===== src/rtl/mem_access_sequencer.sv =====
`default_nettype none
// ============================================================================
// mem_access_sequencer : data-memory port sequencer for the memory stage
// Revision: 1.0
// ============================================================================
module mem_access_sequencer #(
   parameter int XLEN      = 32,
   parameter int TIMEOUT   = 16,
   parameter int CNT_WIDTH = 5
) (
   input  logic            clk,
   input  logic            rst,
   input  logic            op_valid,
   input  logic [6:0]      opcode_in,
   input  logic [2:0]      funct3_in,
   input  logic [XLEN-1:0] addr_in,
   input  logic [XLEN-1:0] store_data_in,
   output logic            halt_out,
   output logic [XLEN-1:0] load_data_out,
   output logic            load_valid,
   output logic            misalign_err,
   output logic            timeout_err,
   output logic            mem_req,
   output logic            mem_we,
   output logic [XLEN-1:0] mem_addr,
   output logic [3:0]      mem_be,
   output logic [XLEN-1:0] mem_wdata,
   input  logic            mem_ack,
   input  logic [XLEN-1:0] mem_rdata
);

   localparam logic [6:0] OP_LOAD  = 7'b0000011;
   localparam logic [6:0] OP_STORE = 7'b0100011;

   localparam logic [1:0] S_IDLE   = 2'd0;
   localparam logic [1:0] S_ACCESS = 2'd1;
   localparam logic [1:0] S_DONE   = 2'd2;

   logic [1:0]           state;
   logic [1:0]           state_nxt;
   logic [CNT_WIDTH-1:0] cnt;
   logic [2:0]           f3_q;
   logic [1:0]           off_q;
   logic                 store_q;

   logic            is_load;
   logic            is_store;
   logic            start;
   logic            legal;
   logic            misalign;
   logic            bad;
   logic            hit_timeout;
   logic [3:0]      be_nxt;
   logic [XLEN-1:0] wdata_nxt;
   logic [XLEN-1:0] shifted;
   logic [XLEN-1:0] ext_data;

   assign is_load     = (opcode_in == OP_LOAD);
   assign is_store    = (opcode_in == OP_STORE);
   assign start       = (state == S_IDLE) && op_valid && (is_load || is_store);
   assign hit_timeout = (cnt == CNT_WIDTH'(TIMEOUT - 1));

   always_comb begin
      legal = 1'b0;
      case (funct3_in)
         3'b000, 3'b001, 3'b010: legal = 1'b1;
         3'b100, 3'b101:         legal = is_load;
         default:                legal = 1'b0;
      endcase
   end

   assign misalign = ((funct3_in[1:0] == 2'b01) && addr_in[0]) ||
                     ((funct3_in[1:0] == 2'b10) && (addr_in[1:0] != 2'b00));
   assign bad      = !legal || misalign;

   always_comb begin
      be_nxt    = 4'b1111;
      wdata_nxt = store_data_in;
      case (funct3_in[1:0])
         2'b00: begin
            be_nxt    = 4'b0001 << addr_in[1:0];
            wdata_nxt = {4{store_data_in[7:0]}};
         end
         2'b01: begin
            be_nxt    = 4'b0011 << addr_in[1:0];
            wdata_nxt = {2{store_data_in[15:0]}};
         end
         default: begin
            be_nxt    = 4'b1111;
            wdata_nxt = store_data_in;
         end
      endcase
   end

   // Bring the addressed lane down to bit 0 before extension.
   assign shifted = mem_rdata >> {off_q, 3'b000};

   always_comb begin
      ext_data = shifted;
      case (f3_q)
         3'b000:  ext_data = {{(XLEN-8){shifted[7]}}, shifted[7:0]};
         3'b001:  ext_data = {{(XLEN-16){shifted[15]}}, shifted[15:0]};
         3'b100:  ext_data = {{(XLEN-8){1'b0}}, shifted[7:0]};
         3'b101:  ext_data = {{(XLEN-16){1'b0}}, shifted[15:0]};
         default: ext_data = shifted;
      endcase
   end

   always_ff @(posedge clk) begin
      if (rst) state <= S_IDLE;
      else     state <= state_nxt;
   end

   always_comb begin
      state_nxt = state;
      case (state)
         S_IDLE:   if (start) state_nxt = bad ? S_DONE : S_ACCESS;
         S_ACCESS: if (mem_ack || hit_timeout) state_nxt = S_DONE;
         S_DONE:   state_nxt = S_IDLE;
         default:  state_nxt = S_IDLE;
      endcase
   end

   always_comb begin
      halt_out = 1'b0;
      case (state)
         S_IDLE:   halt_out = start;
         S_ACCESS: halt_out = 1'b1;
         default:  halt_out = 1'b0;
      endcase
   end

   always_ff @(posedge clk) begin
      if (rst) begin
         cnt           <= '0;
         f3_q          <= '0;
         off_q         <= '0;
         store_q       <= 1'b0;
         mem_req       <= 1'b0;
         mem_we        <= 1'b0;
         mem_addr      <= '0;
         mem_be        <= '0;
         mem_wdata     <= '0;
         load_data_out <= '0;
         load_valid    <= 1'b0;
         misalign_err  <= 1'b0;
         timeout_err   <= 1'b0;
      end else begin
         load_valid   <= 1'b0;
         misalign_err <= 1'b0;
         timeout_err  <= 1'b0;
         case (state)
            S_IDLE: begin
               if (start) begin
                  f3_q    <= funct3_in;
                  off_q   <= addr_in[1:0];
                  store_q <= is_store;
                  cnt     <= '0;
                  if (bad) begin
                     misalign_err <= 1'b1;
                  end else begin
                     mem_req   <= 1'b1;
                     mem_we    <= is_store;
                     mem_addr  <= {addr_in[XLEN-1:2], 2'b00};
                     mem_be    <= be_nxt;
                     mem_wdata <= wdata_nxt;
                  end
               end
            end
            S_ACCESS: begin
               // Ack takes priority over an expiring counter.
               if (mem_ack) begin
                  mem_req <= 1'b0;
                  if (!store_q) begin
                     load_data_out <= ext_data;
                     load_valid    <= 1'b1;
                  end
               end else if (hit_timeout) begin
                  mem_req     <= 1'b0;
                  timeout_err <= 1'b1;
               end else begin
                  cnt <= cnt + 1'b1;
               end
            end
            default: ;
         endcase
      end
   end

endmodule
`default_nettype wire


===== config.mk =====
export PLATFORM = sky130hd
export DESIGN_NAME = mem_access_sequencer
export DESIGN_NICKNAME = d
export VERILOG_FILES = /design/src/rtl/mem_access_sequencer.sv
export SDC_FILE = /design/constraint.sdc
export NUM_CORES = 1
export LEC_CHECK = 0
export CAP_MARGIN = 15
export CORE_ASPECT_RATIO = 1.75
export CORE_MARGIN = 4
export CORE_UTILIZATION = 58
export CTS_CLUSTER_DIAMETER = 100
export DETAILED_ROUTE_END_ITERATION = 10
export DONT_BUFFER_PORTS = 1
export PLACE_DENSITY = 0.77
export SYNTH_ARGS = -nofsm -noshare
export SYNTH_HDL_FRONTEND = slang
export SYNTH_SLANG_ARGS = --single-unit

===== constraint.sdc =====
create_clock -name clk -period 2.6 [get_ports clk]
set_clock_uncertainty 0.2 [all_clocks]
set_input_delay 0.13 -clock clk [delete_from_list [all_inputs] [get_ports clk]]
set_output_delay 0.13 -clock clk [all_outputs]
set_load 0.02 [all_outputs]

==> results of run 1 <==
## per-stage QoR
stage / hold slack, ns / std cells / worst slack [ns] / cell area (µm²) / util [%]
global placement: 0.0110 / 675 / 0.407 / 5100 / 60.5
floorplan: 0.00674 / 598 / 0.465 / 5070 / -
detailed placement: 0.0129 / 675 / 0.142 / 5100 / 60.5
## cells by family after synthesis
group	after synthesis	share of synthesized area [%]
fa+ha+maj	2	0.494
other cells	1	0.0740
simple gates	201	16.8
xor+xnor	2	0.346
buf+inv	54	5.04
mux	50	10.3
flops	116	45.8
compound gates	171	21.1
==> qor.yml, run 1 <==
clocking:
  cts_buffers: 17
  htree_num_levels: 4
  ctsHoldBuffers: 142
  post_cts_buffers: 0
  post_cts_resize_count: 0
  root_buffer: "clkbuf_16"
  clk_path_buf_depth: 2
  cts.sinks: 116
run_status:
  haltStage: "clock tree synthesis (4_1_cts)"
  status: "aborted with a tool error"
  firstError: "[ERROR RSZ-0060] Max buffer count reached."
synthesis:
  synth_top_area_share_pct: 45.8
  ys_seq_area_share_pct: 45.8
  synth_largest_area_cell: "dfxtp_1"
  yosysUniqueCellTypes: 44
  synthCells: 597
  ys_top_cells_by_area: "dfxtp_1 46%, nand2_1 9.0%, a21oi_1 8.4%"
  avgSynthCellArea_um2: 8.49
  yosys_register_bits: 116
  yosys.cell_count.top_type: "nand2_1"
  synth_ff_type: "dfxtp_1"
  netlist_top_cells_count: "121 x nand2_1, 116 x dfxtp_1, 85 x a21oi_1"
  async_flop_share_pct: 0
  synth_area_mm2: 0.00507
  synth_edf_count: 0
  yosysWarnings: 0
die:
  die_w_um: 78.7
  initial_utilization_pct: 60.2
  num_rows: 44
  die_h_um: 132
  ios: 216
placed_design:
  post-dp-hpwl_mm: 10.3
  io_buffers: 0
  gp_congestion: 0.849
==> inputs of run 2 (changes only) <==
--- a/config.mk
+++ b/config.mk
@@ -6,13 +6,11 @@
 export NUM_CORES = 1
 export LEC_CHECK = 0
 export CAP_MARGIN = 15
-export CORE_ASPECT_RATIO = 1.75
 export CORE_MARGIN = 4
-export CORE_UTILIZATION = 58
-export CTS_CLUSTER_DIAMETER = 100
+export CORE_UTILIZATION = 40
 export DETAILED_ROUTE_END_ITERATION = 10
 export DONT_BUFFER_PORTS = 1
-export PLACE_DENSITY = 0.77
+export PLACE_DENSITY_LB_ADDON = 0.15
 export SYNTH_ARGS = -nofsm -noshare
 export SYNTH_HDL_FRONTEND = slang
 export SYNTH_SLANG_ARGS = --single-unit
==> run 2 against run 1 <==
The flow now finishes without violations; synthesized cell count is the same; synthesized area is the same.
==> qor.yml, run 2 <==
run_status:
  status: "complete, no violations"
grt:
  overflow: 0
  antenna_found_initial: 0
  grt_start_max_net_pins: 111
  grt_pass1_wl_mm: 26.1
  track_usage_pct: 22.7
  grt_pass1_vias: 4965
sta:
  setup_violations: 0
  max_freq_ghz: 0.398
  slew_headroom_pct: 24.2
  min_period_ns: 2.51
  min_period_over_period_pct: 96.7
  worst_pin_slew_ns: 1.14
  maxSlewViolCount: 0
  hold_viol_final: 0
  rsz0062_at_grt: "false"
  tns_ns: 0
detailed_routing:
  wl_per_cell_um: 19.1
  vias: 4905
  via_per_inst: 5.55
  wl_mm: 16.9
  drc: 0
  drt_iter0_drc: 328
  first_pass_iters: 5
  drtAntennaViolNets: 0
power:
  ir_drop_uv: 347
  power.density_mw_per_mm2: 662
  leakage_nw: 2.53
placed_design:
  gp_congestion: 0.786  # -7.4%
  io_buffers: 0  # unchanged
  post-dp-hpwl_mm: 10.9  # +5.9%
clocking:
  cts_tree: "yes"
  root_buffer: "clkbuf_16"
  clk_pin_slew_ns: 0.05
  post_cts_buffers: 0  # unchanged
  clk_path_buf_depth: 2  # unchanged
  clk_latency_ns: 0.41
  cts.sinks: 116  # unchanged
  cts_buffers: 17  # unchanged
  htree_num_levels: 4  # unchanged
min_path:
  hp-class: "in2reg"
  hold_depth: 3
  hp-start: "mem_rdata[23]"
  whs_endpoint: "load_data_out[23]"
synthesis:
  synth_ff_type: "dfxtp_1"
  synth_top_area_share_pct: 45.8  # unchanged
  ys_seq_area_share_pct: 45.8  # unchanged
  synthCells: 597  # unchanged
  yosysUniqueCellTypes: 44  # unchanged
  async_flop_share_pct: 0  # unchanged
  synth_edf_count: 0  # unchanged
  avgSynthCellArea_um2: 8.49  # unchanged
  netlist_top_cells_count: "121 x nand2_1, 116 x dfxtp_1, 85 x a21oi_1"
  yosysWarnings: 0  # unchanged
  yosys_register_bits: 116  # unchanged
  yosys.cell_count.top_type: "nand2_1"
  synth_area_mm2: 0.00507  # unchanged
  synth_largest_area_cell: "dfxtp_1"
  ys_top_cells_by_area: "dfxtp_1 46%, nand2_1 9.0%, a21oi_1 8.4%"
setup_path:
  worstPathArrival_ns: 2.67
  crit_required_ns: 2.75
  critPathLaunchType: "input pin"
  reg2reg_to: "load_data_out[24]"
  crit_path_start: "opcode_in[2]"
  critPathMaxFanout: 5
  r2r_setup_slack_ns: 0.18
  r2r-start: "state[1]"
  path_class: "in2reg"
  critPathCaptureType: "flip-flop"
  r2r_cells: 6
cells_and_area:
  fin_util_pct: 58.0
  mostFrequentLayoutCells: "121 x nand2_1, 119 x dlygate4sd3_1, 116 x dfxtp_1, 85 x a21oi_1, 54 x nor2_1"
  diodes: 0
  final_common_cell: "nand2_1"
  reg_top3: "load_data_out (32), mem_wdata (32), mem_addr (30)"
  nets: 814
  layout-drive-gt1-share_pct: 9.09
  syn_to_final_growth_pct: 39.9
flow_run:
  max_cap_violations: 0
die:
  num_rows: 40  # -9.1%
  core_area_mm2: 0.0122
  die_w_um: 121  # +53%
  dieArea_mm2: 0.0145
  ios: 216  # unchanged
  die_h_um: 121  # -8.4%
  initial_utilization_pct: 41.5  # -19 points
run 2: cell counts after synthesis:
Identical to the previous run, type by type.
run 2: cell type report:
class / instances / area [µm²]
Sequential cell: 116 / 2320
Tap cell: 168 / 210
Multi-Input combinational cell: 428 / 2520
Clock inverter: 12 / 203
Timing Repair Buffer: 135 / 1350
Inverter: 4 / 18.8
Clock buffer: 20 / 457
Fill cell: 1090 / 5120
run 2: layer usage:
layer	track usage [%]	vias to the layer above	share of wire, %
li1	-	2312	-
met1	24.7	2335	38
met2	38.7	218	50
met3	9.45	40	8.9
met4	9.63	0	3.1
met5	0	-	0
run 2: how the worst max path moves through the flow:
stage / cells after the start / endpoint / slack [ns]
floorplan: 6 / cnt[4] / 0.46
global placement: 6 / cnt[4] / 0.42
detailed placement: 6 / cnt[4] / 0.37
CTS: 4 / mem_wdata[31] / 0.04
global route: 6 / load_data_out[24] / 0.02
finish: 6 / mem_req / 0.09
run 2: metrics by stage:
stage                     setup slack (ns)  instance area (µm²)  power, mW  instances  hold WS (ns)
after floorplan                      0.465                 5070       1.94        598       0.00674
after global placement               0.420                 5170       1.93        729        0.0165
after detailed placement             0.365                 5170       1.93        729        0.0169
after CTS                           0.0430                 7070       4.72        883      0.000565
after global routing                0.0206                 7090       4.85        883       0.00704
final                               0.0851                 7090       4.69        883       0.00422
run 2: logic make-up after synthesis:
logic type	count (synthesis)	share of synthesized area, %
DFF	116	45.8
buffers and inverters	54	5.04
adders and majority gates	2	0.494
muxes	50	10.3
xor gates and xnor gates	2	0.346
AOI/OAI and AO/OA	171	21.1
other	1	0.0740
and+or+nand+nor	201	16.8
run 2: where the power goes:
group / switching (mW) / total, mW / internal (mW)
registers: 0.00649 / 1.79 / 1.78
logic: 0.148 / 0.316 / 0.167
clock network: 0.837 / 2.59 / 1.75
total: 0.991 / 4.69 / 3.70
run 2: what timing repair did:
item	in CTS	in global routing
gates resized for setup	0	5
endpoints found under the setup margin	0	55
hold buffers	122	0
endpoints found under the hold margin	116	0
run 2: worst max-delay path, cell delays in order:
cell           delay, ns
dlygate4sd3_1       0.57
nor4b_4             0.35
dlygate4sd3_1       0.68
o2111ai_4           0.17
a21oi_1             0.18
dlygate4sd3_1       0.58
(Power assumes the default switching activity.)
